[src/rtl/clk_div_pkg.sv]
// Shared types and defaults for the divider configuration controller.
package clk_div_pkg;

    // Controller phases: idle, waiting for the divider wrap, acknowledging.
    typedef enum logic [1:0] {
        IDLE      = 2'd0,
        WAIT_WRAP = 2'd1,
        ACK       = 2'd2
    } state_t;

    localparam int DEF_WIDTH         = 32;
    localparam int DEF_RESET_DIVISOR = 1;

    // Requester index width; covers up to 8 requesters.
    localparam int ID_W = 3;

    // Next requester index after id, wrapping modulo n.
    function automatic logic [ID_W-1:0] wrap_inc(input logic [ID_W-1:0] id, input int n);
        if (int'(id) >= n - 1) return '0;
        return id + 1'b1;
    endfunction

endpackage

[src/rtl/clk_div_ctrl_rr_arbiter.sv]
// Combinational round-robin arbiter: first set request at or after PTR,
// wrapping modulo N_REQ. Shared by other shared-resource blocks.
module rr_arbiter
    import clk_div_pkg::*;
#(
    parameter int N_REQ = 4
) (
    input  logic [N_REQ-1:0] REQ,
    input  logic [ID_W-1:0]  PTR,
    output logic [N_REQ-1:0] GRANT,
    output logic [ID_W-1:0]  GRANT_IDX,
    output logic             ANY
);

    logic [2*N_REQ-1:0] dbl;
    logic [N_REQ-1:0]   rot;
    int                 sel;

    // Rotate requests so PTR lands at bit 0, then pick the lowest set bit.
    always_comb begin
        dbl       = {REQ, REQ} >> PTR;
        rot       = dbl[N_REQ-1:0];
        ANY       = 1'b0;
        sel       = 0;
        GRANT_IDX = '0;
        GRANT     = '0;
        for (int i = 0; i < N_REQ; i++) begin
            if (!ANY && rot[i]) begin
                ANY = 1'b1;
                sel = int'(PTR) + i;
                if (sel >= N_REQ) sel = sel - N_REQ;
            end
        end
        if (ANY) GRANT_IDX = ID_W'(sel);
        for (int j = 0; j < N_REQ; j++) begin
            GRANT[j] = ANY && (GRANT_IDX == ID_W'(j));
        end
    end

endmodule

[src/rtl/clk_div_ctrl.sv]
// Arbitrated DIVISOR controller: grants one requester at a time round-robin
// and swaps the divisor only at the divider's wrap point, so a shrinking
// divisor never strands the count above it.
module clk_div_ctrl
    import clk_div_pkg::*;
#(
    parameter int N_REQ         = 4,
    parameter int WIDTH         = DEF_WIDTH,
    parameter int RESET_DIVISOR = DEF_RESET_DIVISOR
) (
    input  logic                   CLK_IN,
    input  logic                   RST,
    input  logic [N_REQ-1:0]       REQ_VALID,
    input  logic [N_REQ*WIDTH-1:0] REQ_DIVISOR,
    output logic [N_REQ-1:0]       REQ_ACK,
    input  logic [WIDTH-1:0]       CLK_COUNT,
    output logic [WIDTH-1:0]       DIVISOR,
    output logic                   BUSY,
    output logic [2:0]             GRANT_ID,
    output logic [15:0]            UPDATE_CNT
);

    state_t            state, state_nxt;
    logic [WIDTH-1:0]  pend_div;
    logic [ID_W-1:0]   pend_id;
    logic [ID_W-1:0]   rr_ptr;
    logic [N_REQ-1:0]  grant;
    logic [ID_W-1:0]   grant_idx;
    logic              any_req;
    logic [WIDTH-1:0]  grant_div;
    logic              boundary;

    rr_arbiter #(.N_REQ(N_REQ)) u_arb (
        .REQ       (REQ_VALID),
        .PTR       (rr_ptr),
        .GRANT     (grant),
        .GRANT_IDX (grant_idx),
        .ANY       (any_req)
    );

    // Divisor slice of the granted requester.
    always_comb begin
        grant_div = '0;
        for (int i = 0; i < N_REQ; i++) begin
            if (grant[i]) grant_div = REQ_DIVISOR[i*WIDTH +: WIDTH];
        end
    end

    // ">=" rather than "==" also recovers a count already past DIVISOR.
    assign boundary = (CLK_COUNT >= DIVISOR);

    // State register.
    always_ff @(posedge CLK_IN or posedge RST) begin
        if (RST) state <= IDLE;
        else     state <= state_nxt;
    end

    // Next-state: equal divisors skip the wrap wait entirely.
    always_comb begin
        state_nxt = state;
        case (state)
            IDLE:      if (any_req) state_nxt = (grant_div == DIVISOR) ? ACK : WAIT_WRAP;
            WAIT_WRAP: if (boundary) state_nxt = ACK;
            ACK:       state_nxt = IDLE;
            default:   state_nxt = IDLE;
        endcase
    end

    // Grant latch, wrap-aligned divisor update, completion bookkeeping.
    always_ff @(posedge CLK_IN or posedge RST) begin
        if (RST) begin
            DIVISOR    <= WIDTH'(RESET_DIVISOR);
            pend_div   <= '0;
            pend_id    <= '0;
            rr_ptr     <= '0;
            GRANT_ID   <= '0;
            UPDATE_CNT <= '0;
        end else begin
            case (state)
                IDLE: begin
                    if (any_req) begin
                        pend_div <= grant_div;
                        pend_id  <= grant_idx;
                        GRANT_ID <= grant_idx;
                    end
                end
                WAIT_WRAP: begin
                    // Same edge at which the divider clears its count.
                    if (boundary) DIVISOR <= pend_div;
                end
                ACK: begin
                    UPDATE_CNT <= UPDATE_CNT + 16'd1;
                    rr_ptr     <= wrap_inc(pend_id, N_REQ);
                end
                default: ;
            endcase
        end
    end

    // One-hot acknowledge for the pending requester, only while in ACK.
    always_comb begin
        REQ_ACK = '0;
        for (int i = 0; i < N_REQ; i++) begin
            REQ_ACK[i] = (state == ACK) && (pend_id == ID_W'(i));
        end
    end

    assign BUSY = (state != IDLE);

endmodule

[config.mk]
export PLATFORM = sky130hd
export DESIGN_NAME = clk_div_ctrl
export DESIGN_NICKNAME = d
export VERILOG_FILES = /design/src/rtl/clk_div_pkg.sv /design/src/rtl/clk_div_ctrl_rr_arbiter.sv /design/src/rtl/clk_div_ctrl.sv
export SDC_FILE = /design/constraint.sdc
export NUM_CORES = 1
export LEC_CHECK = 0
export ABC_CLOCK_PERIOD_IN_PS = 10900
export CORE_UTILIZATION = 48
export DETAILED_ROUTE_END_ITERATION = 10
export GPL_ROUTABILITY_DRIVEN = 0
export GPL_TIMING_DRIVEN = 0
export PLACE_DENSITY = 0.87
export SYNTH_ARGS = -nofsm -noshare
export SYNTH_HDL_FRONTEND = slang
export SYNTH_HIERARCHICAL = 1
export SYNTH_SLANG_ARGS = --single-unit
[constraint.sdc]
create_clock -name CLK_IN -period 10.9 [get_ports CLK_IN]
set_input_delay 2.18 -clock CLK_IN [delete_from_list [all_inputs] [get_ports CLK_IN]]
set_output_delay 2.18 -clock CLK_IN [all_outputs]
set_load 0.05 [all_outputs]
# Yosys cells after proc, flatten, opt, wreduce, memory -nomap -nowiden
# Cells that the tools add are included.
[word_totals] ff_bits=88 elab_cells=79 output_inout_bits=56 in_bits=166
[classes] n_reduce_logical=21 magnitude_cmp=6 addsub=9 shift=1 mux=25 n_eq_ne=11
[ops] cell="two-way mux 32 bit" count=4
[ops] cell="two-way mux 3 bit" count=11
[ops] cell="equality test 32 bit" count=1
[ops] cell=">= comparator 32 bit" count=1
[ops] cell="adder 16 x 1 -> 16 bit, second input constant" count=1
[ops] cell="equality test 3 x 2 -> 1 bit, second input constant" count=4
[ops] cell=">= comparator 4 x 3 -> 1 bit, second input constant" count=3
[ops] cell="subtractor 3 bit, second input constant" count=4
[ops] cell="logical AND 1 bit" count=11
[ops] cell="adder 3 x 2 -> 4 bit, second input constant" count=2
[ops] cell="right shift 8 x 3 -> 4 bit" count=1
[ops] cell="equality test 3 x 1 -> 1 bit, second input constant" count=2
[ops] cell="zero test 3 bit" count=2
[ops] cell="two-way mux 1 bit" count=6
[ops] cell="two-way mux 2 bit" count=3
[ops] cell="AND reduction 2 bit" count=3
[ops] cell="adder 3 x 1 -> 4 bit, second input constant" count=1
[ops] cell="!= test 2 bit, second input constant" count=2
[ops] cell="one-hot mux 2 bit (2 select lines)" count=1
[ops] cell="adder 3 x 1 -> 3 bit, second input constant" count=1
[ops] cell=">= comparator 3 x 2 -> 1 bit, second input constant" count=1
[ops] cell=">= comparator 3 bit, second input constant" count=1
[ops] cell="zero test 1 bit" count=3
[ops] cell="equality test 2 x 1 -> 1 bit, second input constant" count=1
[ops] cell="3 further kinds" count=3

# Logic depth before layout (Yosys ltp)
# Gate-level depths: netlist of run 1.
[depth] word_depth=22 ltp_mapped=17 mapped_depth_nobuf=12

# Hierarchy
# Netlist of run 1, hierarchy kept.
[by_module_without_submodules] module="clk_div_ctrl" cells_each=546 instances=1 area_each_um2=5371.4 seq_area_each_um2=2203.4
[by_module_without_submodules] module="rr_arbiter" cells_each=41 instances=1 area_each_um2=320.3 seq_area_each_um2=0.0

# Worst setup path after synthesis of run 1
# OpenSTA, ideal clock, no wires.
[synth_timing] path_type="in2reg" start="in REQ_VALID[3]" end="reg state[1]" required_ns=10.833 setup_ns=0.067 stages=13 arrival_ns=5.237 n_path_buf=1 slack_ns=5.596 path_cell_list="mux4_2 -> a21oi_2 -> and3b_1 -> mux2i_1 -> mux2i_1 -> nor2b_1 -> buf_2 -> a221oi_1 -> or3_1 -> nand4_1 -> or4_1 -> nor4_4 -> o221a_1"
[synth_via] elab_cells_between_ends=34 classes_between="eq/ne (5); shift (1); mux (16); reduce/logical (12)"
[synth_lines] item="start, declared" line="clk_div_ctrl.sv:13" rtl="input logic [N_REQ-1:0] REQ_VALID,"
[synth_lines] item="right shift 8 x 3 -> 4 bit *" line="clk_div_ctrl_rr_arbiter.sv:21" rtl="dbl = {REQ, REQ} >> PTR;"
[synth_lines] item="two-way mux 1 bit" line="clk_div_ctrl_rr_arbiter.sv:28" rtl="if (!ANY && rot[i]) begin"
[synth_lines] item="zero test 1 bit" line="clk_div_ctrl_rr_arbiter.sv:28"
[synth_lines] item="logical AND 1 bit" line="clk_div_ctrl_rr_arbiter.sv:28"
[synth_lines] item="two-way mux 1 bit" line="clk_div_ctrl_rr_arbiter.sv:28"
[synth_lines] item="zero test 1 bit" line="clk_div_ctrl_rr_arbiter.sv:28"
[synth_lines] item="logical AND 1 bit" line="clk_div_ctrl_rr_arbiter.sv:28"
[synth_lines] item="two-way mux 1 bit" line="clk_div_ctrl_rr_arbiter.sv:28"
[synth_lines] item="[... 3 more ...]"
[synth_lines] item="two-way mux 3 bit" line="clk_div_ctrl_rr_arbiter.sv:34" rtl="if (ANY) GRANT_IDX = ID_W'(sel);"
[synth_lines] item="equality test 3 x 1 -> 1 bit" line="clk_div_ctrl_rr_arbiter.sv:36" rtl="GRANT[j] = ANY && (GRANT_IDX == ID_W'(j));"
[synth_lines] item="logical AND 1 bit *" line="clk_div_ctrl_rr_arbiter.sv:36"
[synth_lines] item="net grant[1]" line="clk_div_ctrl.sv:27" rtl="logic [N_REQ-1:0] grant;"
[synth_lines] item="two-way mux 32 bit * (3 in series)" line="clk_div_ctrl.sv:45" rtl="if (grant[i]) grant_div = REQ_DIVISOR[i*WIDTH +: WIDTH];"
[synth_lines] item="equality test 32 bit *" line="clk_div_ctrl.sv:62" rtl="IDLE: if (any_req) state_nxt = (grant_div == DIVISOR) ? ACK : WAIT_WRAP;"
[synth_lines] item="two-way mux 2 bit * (2 in series)" line="clk_div_ctrl.sv:62"
[synth_lines] item="one-hot mux 2 bit (2 select lines) *" line="clk_div_ctrl.sv:61" rtl="case (state)"
[synth_lines] item="end signal, assigned" line="clk_div_ctrl.sv:55" rtl="else state <= state_nxt;"
[synth_lines] item="end, declared" line="clk_div_ctrl.sv:23" rtl="state_t state, state_nxt;"
# Mark *: on every way through the listed nets, which the timed path passes. The rest lies on a longest branch. The select of a mux whose other input is x is not followed.
# A chain may end at the register's enable or synchronous reset.

# Final worst setup path of run 1
[layout_timing] start="in REQ_VALID[1]" end="reg state[1]"
# Same word-level chain as after synthesis.

==> results of run 1 <==
## kinds of logic (layout without fill, tap and decap cells)
group                    after synthesis  after routing  share of synthesized area [%]
AO/OA/AOI/OAI                        154            154                           19.8
AND/OR/NAND/NOR                      153            153                           13.6
flip-flops                            88             88                           38.7
buffers and inverters                 76            314                           5.72
multiplexers                          41             41                           8.18
adder cells (fa/ha/maj)               39             39                           8.57
XOR/XNOR                              35             35                           5.39
other                                  1              1                         0.0659
## report_power, final
group | internal (mW) | switching, mW | leakage (nW)
Combinational | 0.729 | 1.11 | 2.32
Clock | 0.162 | 0.133 | 0.132
Sequential | 0.461 | 0.123 | 1.13
## registers in the layout (all words and copies together), names as in the netlist
signal and count:
DIVISOR 32, UPDATE_CNT 16, pend_div 32, pend_id 3, rr_ptr 3, state 2
## layer usage
metal / routed length (um) / vias up
met5: 0 / -
met4: 826 / 0
met3: 1410 / 61
met2: 9610 / 298
met1: 7490 / 2757
li1: - / 2638
## synthesized netlist by cell type, types with 15 or more instances
master	number	area, um^2
nor2_1	16	60.1
dfrtp_1	87	2180
ha_1	39	488
mux2_2	34	383
a221oi_1	15	131
a221o_1	16	160
o22ai_1	16	100
xnor2_1	30	263
nand2_1	64	240
clkbuf_1	15	56.3
o21ai_0	39	195
inv_1	46	173
## worst max path at each step
stage                     to  cells past startpoint
global placement    state[1]                     15
detailed placement  state[1]                     15
floorplan           state[1]                     13
CTS                 state[1]                     15
global route        state[1]                     15
finish              state[1]                     15
## layout make-up
type	count	share of cell area [%]
Buffer	29	1.77
Clock buffer	11	2.89
Clock inverter	5	0.492
Inverter	47	2.13
Multi-Input combinational cell	423	37.7
Sequential cell	88	26.2
Tap cell	143	2.13
Timing Repair Buffer	222	26.7
## worst reg2reg max path, cell delays in order, from the launching register on
cell      delay, ps
dfrtp_1         490
mux4_2          600
a21oi_2         180
and3b_1         240
mux2i_1         110
mux2i_1         740
nor2b_1         400
clkbuf_1        350
buf_2           280
a221o_1         340
a22oi_1         390
xnor2_1         180
nand3_1         140
o41ai_1         410
o221a_1         250
## stage by stage
step                worst slack (ps)  hold WS [ps]  instance area [um^2]
finish                          3970           479                  8400
global route                    3880           499                  8400
CTS                             4020           479                  8400
detailed placement              3770           463                  8110
global placement                3870           456                  8080
floorplan                       5600           440                  5690
## layout by cell type, fill, tap and decap left out, drive strengths merged, types with 3 or more instances in the layout
master / n
nor3: 6
clkinv: 3
nor2: 16
o31ai: 14
nand4: 14
nand2: 64
clkdlybuf4s50: 221
o41ai: 3
ha: 39
mux2: 34
o22ai: 16
nand3: 12
xor2: 5
a221oi: 17
a21oi: 13
a21o: 5
clkbuf: 26
o21a: 4
inv: 47
a221o: 16
nor2b: 6
or3: 14
dfrtp: 87
o221ai: 12
mux2i: 6
xnor2: 30
buf: 15
a22oi: 5
o21ai: 39
or4: 3
and3: 6
==> results.txt, run 1 <==
For the worst-skew pair, the clock arrives at the later sink with an insertion delay of 340 ps. The number of slew-limit violations in the final report came out at 0. The register-to-register setup slack came out at about 5800 ps. The clock-pin slew reported for the worst setup and hold paths after clock tree synthesis is 70 ps. The leakage power is between 3 and 4 nW.

The worst setup path is of the primary input to register kind. The slowest stage of the critical path belongs to the cell mux2i_1. The number of hold violations in the final report is 0. The TritonCTS clock tree is built. The pin count of the biggest net entering global routing came out at 63. The share of the clock period used by the worst path came out at between 60% and 70%. The worst register-to-register path begins at rr_ptr[0]. The minimum clock period after layout is 6930 ps.

Counting tap cells, the placed design contains a total of 952 instances. Together, buffers and inverters on the worst path number 3. Summing the sequential cell areas from Yosys gives about two fifths of the chip area. The final-layout fill cell count came out at 815. From left edge to right edge, the die measures 111 um.

The number of global-route vias before repair is 6087. Summing all flip-flop and latch instances after layout gives between 2000 and 2500 um^2. The area used by multi-input combinational logic is ~3200 um^2.

The number of buffers added to fix hold violations after cts is 0. Leaving out filler cells and counting taps, the final layout contains 968. The startpoint identified for the worst hold timing path is pend_div[16]. The cell chosen for the clock root is clkbuf_16.

The synthesized cell area came out at 5690 um^2. For the worst setup path, the data arrival time is 7210 ps. The number of post-CTS setup repair buffers is 0. The number of antenna violations at the first check in global routing came out at 0. The largest fanout of any net on the critical path is 10.

The average detailed-routed wire length per instance came out at 20.0 um. The quantity of gates resized following cts came out at 0. The endpoint of the most critical register-to-register path is state[1]. STA classifies the critical path endpoint as a register. Tracing the worst setup path back leads to its startpoint at REQ_VALID[1]. The number of I/O pins came out at 222.

The path class of the tightest hold or removal check is register to register. The instance count along the most critical hold path came out at 2. The detailed-route via count came out at between 5000 and 6000.

After floorplanning, the core was divided into 39 placement rows. STA classifies the critical path startpoint as a primary input. In this design, the stage delay of the slowest critical-path cell is 740 ps. The most used routing layer in global routing is met2. The quantity of I/O buffers inserted on ports came out at between 200 and 250. The met2 usage came out at 55.7%.

Of all flip-flops after synthesis, the portion carrying an async set or reset was 100%. The critical path data required time is 11170 ps. The flow ran to the end, and the final reports show no timing, DRC or antenna violations.

The post-route clock skew came out at 13.4 ps. The peak clock frequency supported by timing is 144 MHz. The mean cell area of the mapped netlist is 9.70 um^2. The H-tree depth is 3. The number of buffers created by CTS came out at 9. The total power is 2.72 mW. The initial core utilization is between 40% and 50%. Traced cell by cell, the critical path runs through clkdlybuf4s50_1 > mux4_2 > a21oi_2 > and3b_1 > mux2i_1 > mux2i_1 > nor2b_1 > clkbuf_1 > buf_2 > a221o_1 > a22oi_1 > xnor2_1 > nand3_1 > o41ai_1 > o221a_1. The number of cells produced by synthesis is 587.

The total routing usage reported by global routing is a little under a third. In this run the deepest clock path goes through 2 buffers. The first-pass detailed-route iteration total came out at 5.

The floorplan step set the die height to 111 um. Global routing used 6.23% of the available met3 tracks. The number of endpoints failing setup at the final stage is 0. The synthesized design contains 88 register bits. The placeable core region came out at 11500 um^2. The total negative setup slack came out at 0 ps.

The worst min-delay path endpoint is pend_div[16]. The total grt overflow is 0. The first global-routing pass estimated 30500 um of wire. The transition time at the pin with the least slew margin is 961 ps. The peak supply drop came out at roughly 0.00022 V.

The number of nets in the finished design is 1025. The final core utilization is 73.2%. Global routing consumed, on the met1 layer, between 30% and 40% of the routing resources. The die area came out at between 10000 and 15000 um^2. The count of warnings emitted by yosys came out at 6. The family of cells with the greatest summed delay on the critical path is compound AO/OA/AOI/OAI gates. The total inserted antenna cells is 0. The number of nets in the synthesized netlist is 792. The most numerous cell type found on the critical path is mux2i_1. Setup repair after global routing left no endpoint under its margin. In the routed design, unresolved DRC markers number 0. The worst-case reg-to-reg path depth came out at 14. The detailed placer's ending HPWL is 15500 um.

The fraction of layout instances using a drive strength above 1 came out at under 10%. The number of enable flip-flop cells after synthesis came out at 0. Measured against its own limit, the worst slew margin works out to 34.1%. The max-cap check violation count came out at 0.

The area added between synthesis and finish is 47.5%. The final antenna-violating net count is 0. The wire length after detailed routing came out at 19300 um. The first routing iteration left around 370 violations. The number of sinks on the clock net came out at 88. The most used flip-flop cell after synthesis is dfrtp_1. The post-detailed-route via-to-cell ratio came out at a little under 6. The power per cell area came out at ~320 nW/um^2. After synthesis, the netlist uses 57 different library cells.
Note: power is estimated with default switching activity, not from simulation.
==> inputs of run 2 (changes only) <==
--- a/config.mk
+++ b/config.mk
@@ -5,12 +5,12 @@
 export SDC_FILE = /design/constraint.sdc
 export NUM_CORES = 1
 export LEC_CHECK = 0
-export ABC_CLOCK_PERIOD_IN_PS = 10900
-export CORE_UTILIZATION = 48
+export ABC_CLOCK_PERIOD_IN_PS = 6900
+export CORE_UTILIZATION = 45
 export DETAILED_ROUTE_END_ITERATION = 10
 export GPL_ROUTABILITY_DRIVEN = 0
 export GPL_TIMING_DRIVEN = 0
-export PLACE_DENSITY = 0.87
+export PLACE_DENSITY = 0.82
 export SYNTH_ARGS = -nofsm -noshare
 export SYNTH_HDL_FRONTEND = slang
 export SYNTH_HIERARCHICAL = 1
==> constraint.sdc (replaced) <==
create_clock -name CLK_IN -period 6.9 [get_ports CLK_IN]
set_input_delay 1.38 -clock CLK_IN [delete_from_list [all_inputs] [get_ports CLK_IN]]
set_output_delay 1.38 -clock CLK_IN [all_outputs]
set_load 0.05 [all_outputs]
==> run 2 against run 1 <==
  * Die area grew 6.5%
  * Sequential share of layout area shrank 0.24 points
  * Setup slack lost 3100 ps
  * Global-route usage shrank 1.6 points
  * Wire length grew 1.4%
  * Clock skew shrank 4.8 ps
  * Sequential cell count is the same
  * First-iteration DRC count shrank 19%
  * Non-clock buffer count is the same
  * Clock-buffer cell count shrank 1
  * Worst hold slack lost 0.56 ps
  * Largest cell class unchanged
==> results.txt, run 2 (same netlist as run 1, synthesis figures left out) <==
The smallest clock period supported by the final layout is computed as 6070 ps. The number of global-route vias before repair came to 5911 (-2.9%). The post-detailed-route via-to-cell ratio was 5.79 (-2.5%). The area added between synthesis and finish is 48.9%.

The y dimension of the die came out at 114 um (+3.2%). The share of the clock period used by the worst path is 88.0%. The average detailed-routed wire length per instance is 19.7 um (-1.2%). In the final layout, the registers with the most flip-flops are DIVISOR: 32 flops, pend_div: 32 flops, UPDATE_CNT: 16 flops.

The deepest clock path buffer count is 2 (unchanged). The number of buffers created by CTS is 9 (unchanged). The endpoint arrival time on the critical path came out at 6350 ps (-860 ps).

The worst-case headroom to the max-slew limit came to 32.5% (-1.6 points). The quantity of gates resized following cts came to 0 (unchanged). The H-tree depth is 3 (unchanged). The width of the die came out at 114 um (+3.2%).

The number of I/O pins came out at 222 (unchanged). The detailed-route via count came out at 5753 (-0.017%). The detailed placer's ending HPWL came out at 15600 um (+0.37%). The worst hold-check slack is 479 ps (-0.555 ps). The standard-cell row count came to 40 (+2.6%). The post-route non-filler standard cell count came out at 993 (+2.6%). The worst-case reg-to-reg path depth was 14 (unchanged). The die area came to 13100 um^2 (+6.5%). The peak supply drop is 0.000305 V (+41%).

The worst register-to-register path ends at state[1]. The wire length after detailed routing is 19600 um (+1.4%). The worst setup path is captured at a register. The transition time at the pin with the least slew margin is 984 ps (+23.6 ps). The clock insertion delay at the later pin of the skew report came to 340 ps (about the same). The number of endpoints failing setup at the final stage was 0 (unchanged). The post-route clock skew came out at 8.53 ps (-4.82 ps). The instance count along the most critical hold path is 2 (unchanged). The register-to-register setup slack was 1870 ps (-3880 ps). The post-route cell area came out at 8480 um^2 (+0.94%). The post-placement cell area came out at 8140 um^2 (+0.39%).

The quantity of I/O buffers inserted on ports is 221 (unchanged). STA classifies the critical path startpoint as a primary input. The initial core utilization is 46.8% (-2.8 points). The power per cell area is 514 nW/um^2 (+58%).

The setup path with the least slack is of type primary input to register. The fraction of layout instances using a drive strength above 1 is 9.09% (+0.12 points). The critical path data required time is 7180 ps (-3990 ps). The total grt overflow came to 0 (unchanged). The largest fanout of any net on the critical path was 10 (unchanged).

Setup repair after global routing left no endpoint under its margin. The final-layout fill cell count came out at 916 (+12%). The total power is 4.36 mW (+60%). The pin count of the biggest net entering global routing is 68 (+7.9%). The library cell used most frequently in the layout, excluding fill and tap cells, is clkdlybuf4s50_1.

The DRC marker count from the first detailed-route iteration is 296 (-19%). The top cell types in the final layout, fill and taps aside, are clkdlybuf4s50_1 (221), dfrtp_1 (87), nand2_1 (64). The worst hold path terminates at pend_div[15]. The flow ran to the end, and the final reports show no timing, DRC or antenna violations. The peak clock frequency supported by timing came out at 165 MHz.

The max-cap check violation count was 0 (unchanged). The number of post-CTS setup repair buffers was 0 (unchanged). The total routing usage reported by global routing came out at 30.1% (-1.6 points). The number of nets in the finished design is 1025 (unchanged).

The startpoint identified for the worst register-to-register timing path is rr_ptr[0]. The total negative setup slack was 0 ps (unchanged). Tracing the worst setup path back leads to its startpoint at REQ_VALID[1]. The tree is rooted in a clkbuf_16. The post-route DRC violation count came out at 0 (unchanged). The number of antenna violations at the first check in global routing is 0 (unchanged).

The number of slew-limit violations in the final report is 0 (unchanged). The clock-pin slew reported for the worst setup and hold paths after clock tree synthesis was 70 ps (about the same). The total inserted antenna cells came out at 0 (unchanged).

The wire length of the first global-routing pass came out at 29600 um (-3.1%). The tightest min-delay check is of the register to register type. The leakage power came out at 3.60 nW (+0.63%). The TritonCTS clock tree is built. The number of placed cells counting well taps came out at 977 (+2.6%). The placeable core region is 12200 um^2 (+6.1%). The first-pass detailed-route iteration total came out at 5 (unchanged). The final antenna-violating net count came out at 0 (unchanged).

The startpoint of the tightest hold check path is pend_div[15]. The number of sinks on the clock net is 88 (unchanged). The number of buffers added to fix hold violations after cts is 0 (unchanged). The number of hold violations in the final report was 0 (unchanged).
==> run 2: cell count changes in the layout (fill, tap and decap cells not counted) <==
cell	delta
inv_6	-1
clkbuf_1	-1
bufinv_16	+2
==> run 2: per-layer routing <==
layer,vias to the layer above,GRT usage [%],part of all wire (%)
li1,2640,-,-
met2,303,53.3,49
met3,56,5.24,7.6
met1,2754,35.1,40
met4,0,14.8,4.0
met5,-,0,0
==> run 2: how the worst max path moves through the flow <==
stage               end  slack [ps]  depth (start not counted)
3_5_place_dp   state[1]         640                         15
3_3_place_gp   state[1]         780                         15
6_report       state[1]         830                         15
4_1_cts        state[1]         970                         15
2_1_floorplan  state[1]        2400                         13
5_1_grt        state[1]         720                         14
==> run 2: area by class of cell <==
type	instances	area [um^2]	share of cell area, %
plain buffers	29	149	1.76
clock inverters	6	92.6	1.09
multi-input cells	423	3160	37.3
well taps	168	210	2.48
clock buffers	10	239	2.82
inverters	47	179	2.11
flip-flops and latches	88	2200	26.0
repair buffers	222	2240	26.4
==> run 2: power breakdown <==
group	switching [mW]	internal, mW	leakage [nW]
Sequential	0.195	0.728	1.13
Combinational	1.75	1.15	2.32
Clock	0.209	0.328	0.155
==> run 2: worst max-delay path, stage by stage <==
cell and delay, ps:
clkdlybuf4s50_1 500, mux4_2 540, a21oi_2 160, and3b_1 230, mux2i_1 110, mux2i_1 760
nor2b_1 400, clkbuf_1 350, buf_2 280, a221o_1 330, a22oi_1 340, xnor2_1 170
nand3_1 130, o41ai_1 410, o221a_1 250
==> run 2: stage by stage <==
stage,setup WS (ps),utilization [%]
final,831,69.7
after global routing,721,69.7
after CTS,970,69.7
after detailed placement,640,67.0
after global placement,778,66.7
after floorplan,2400,-
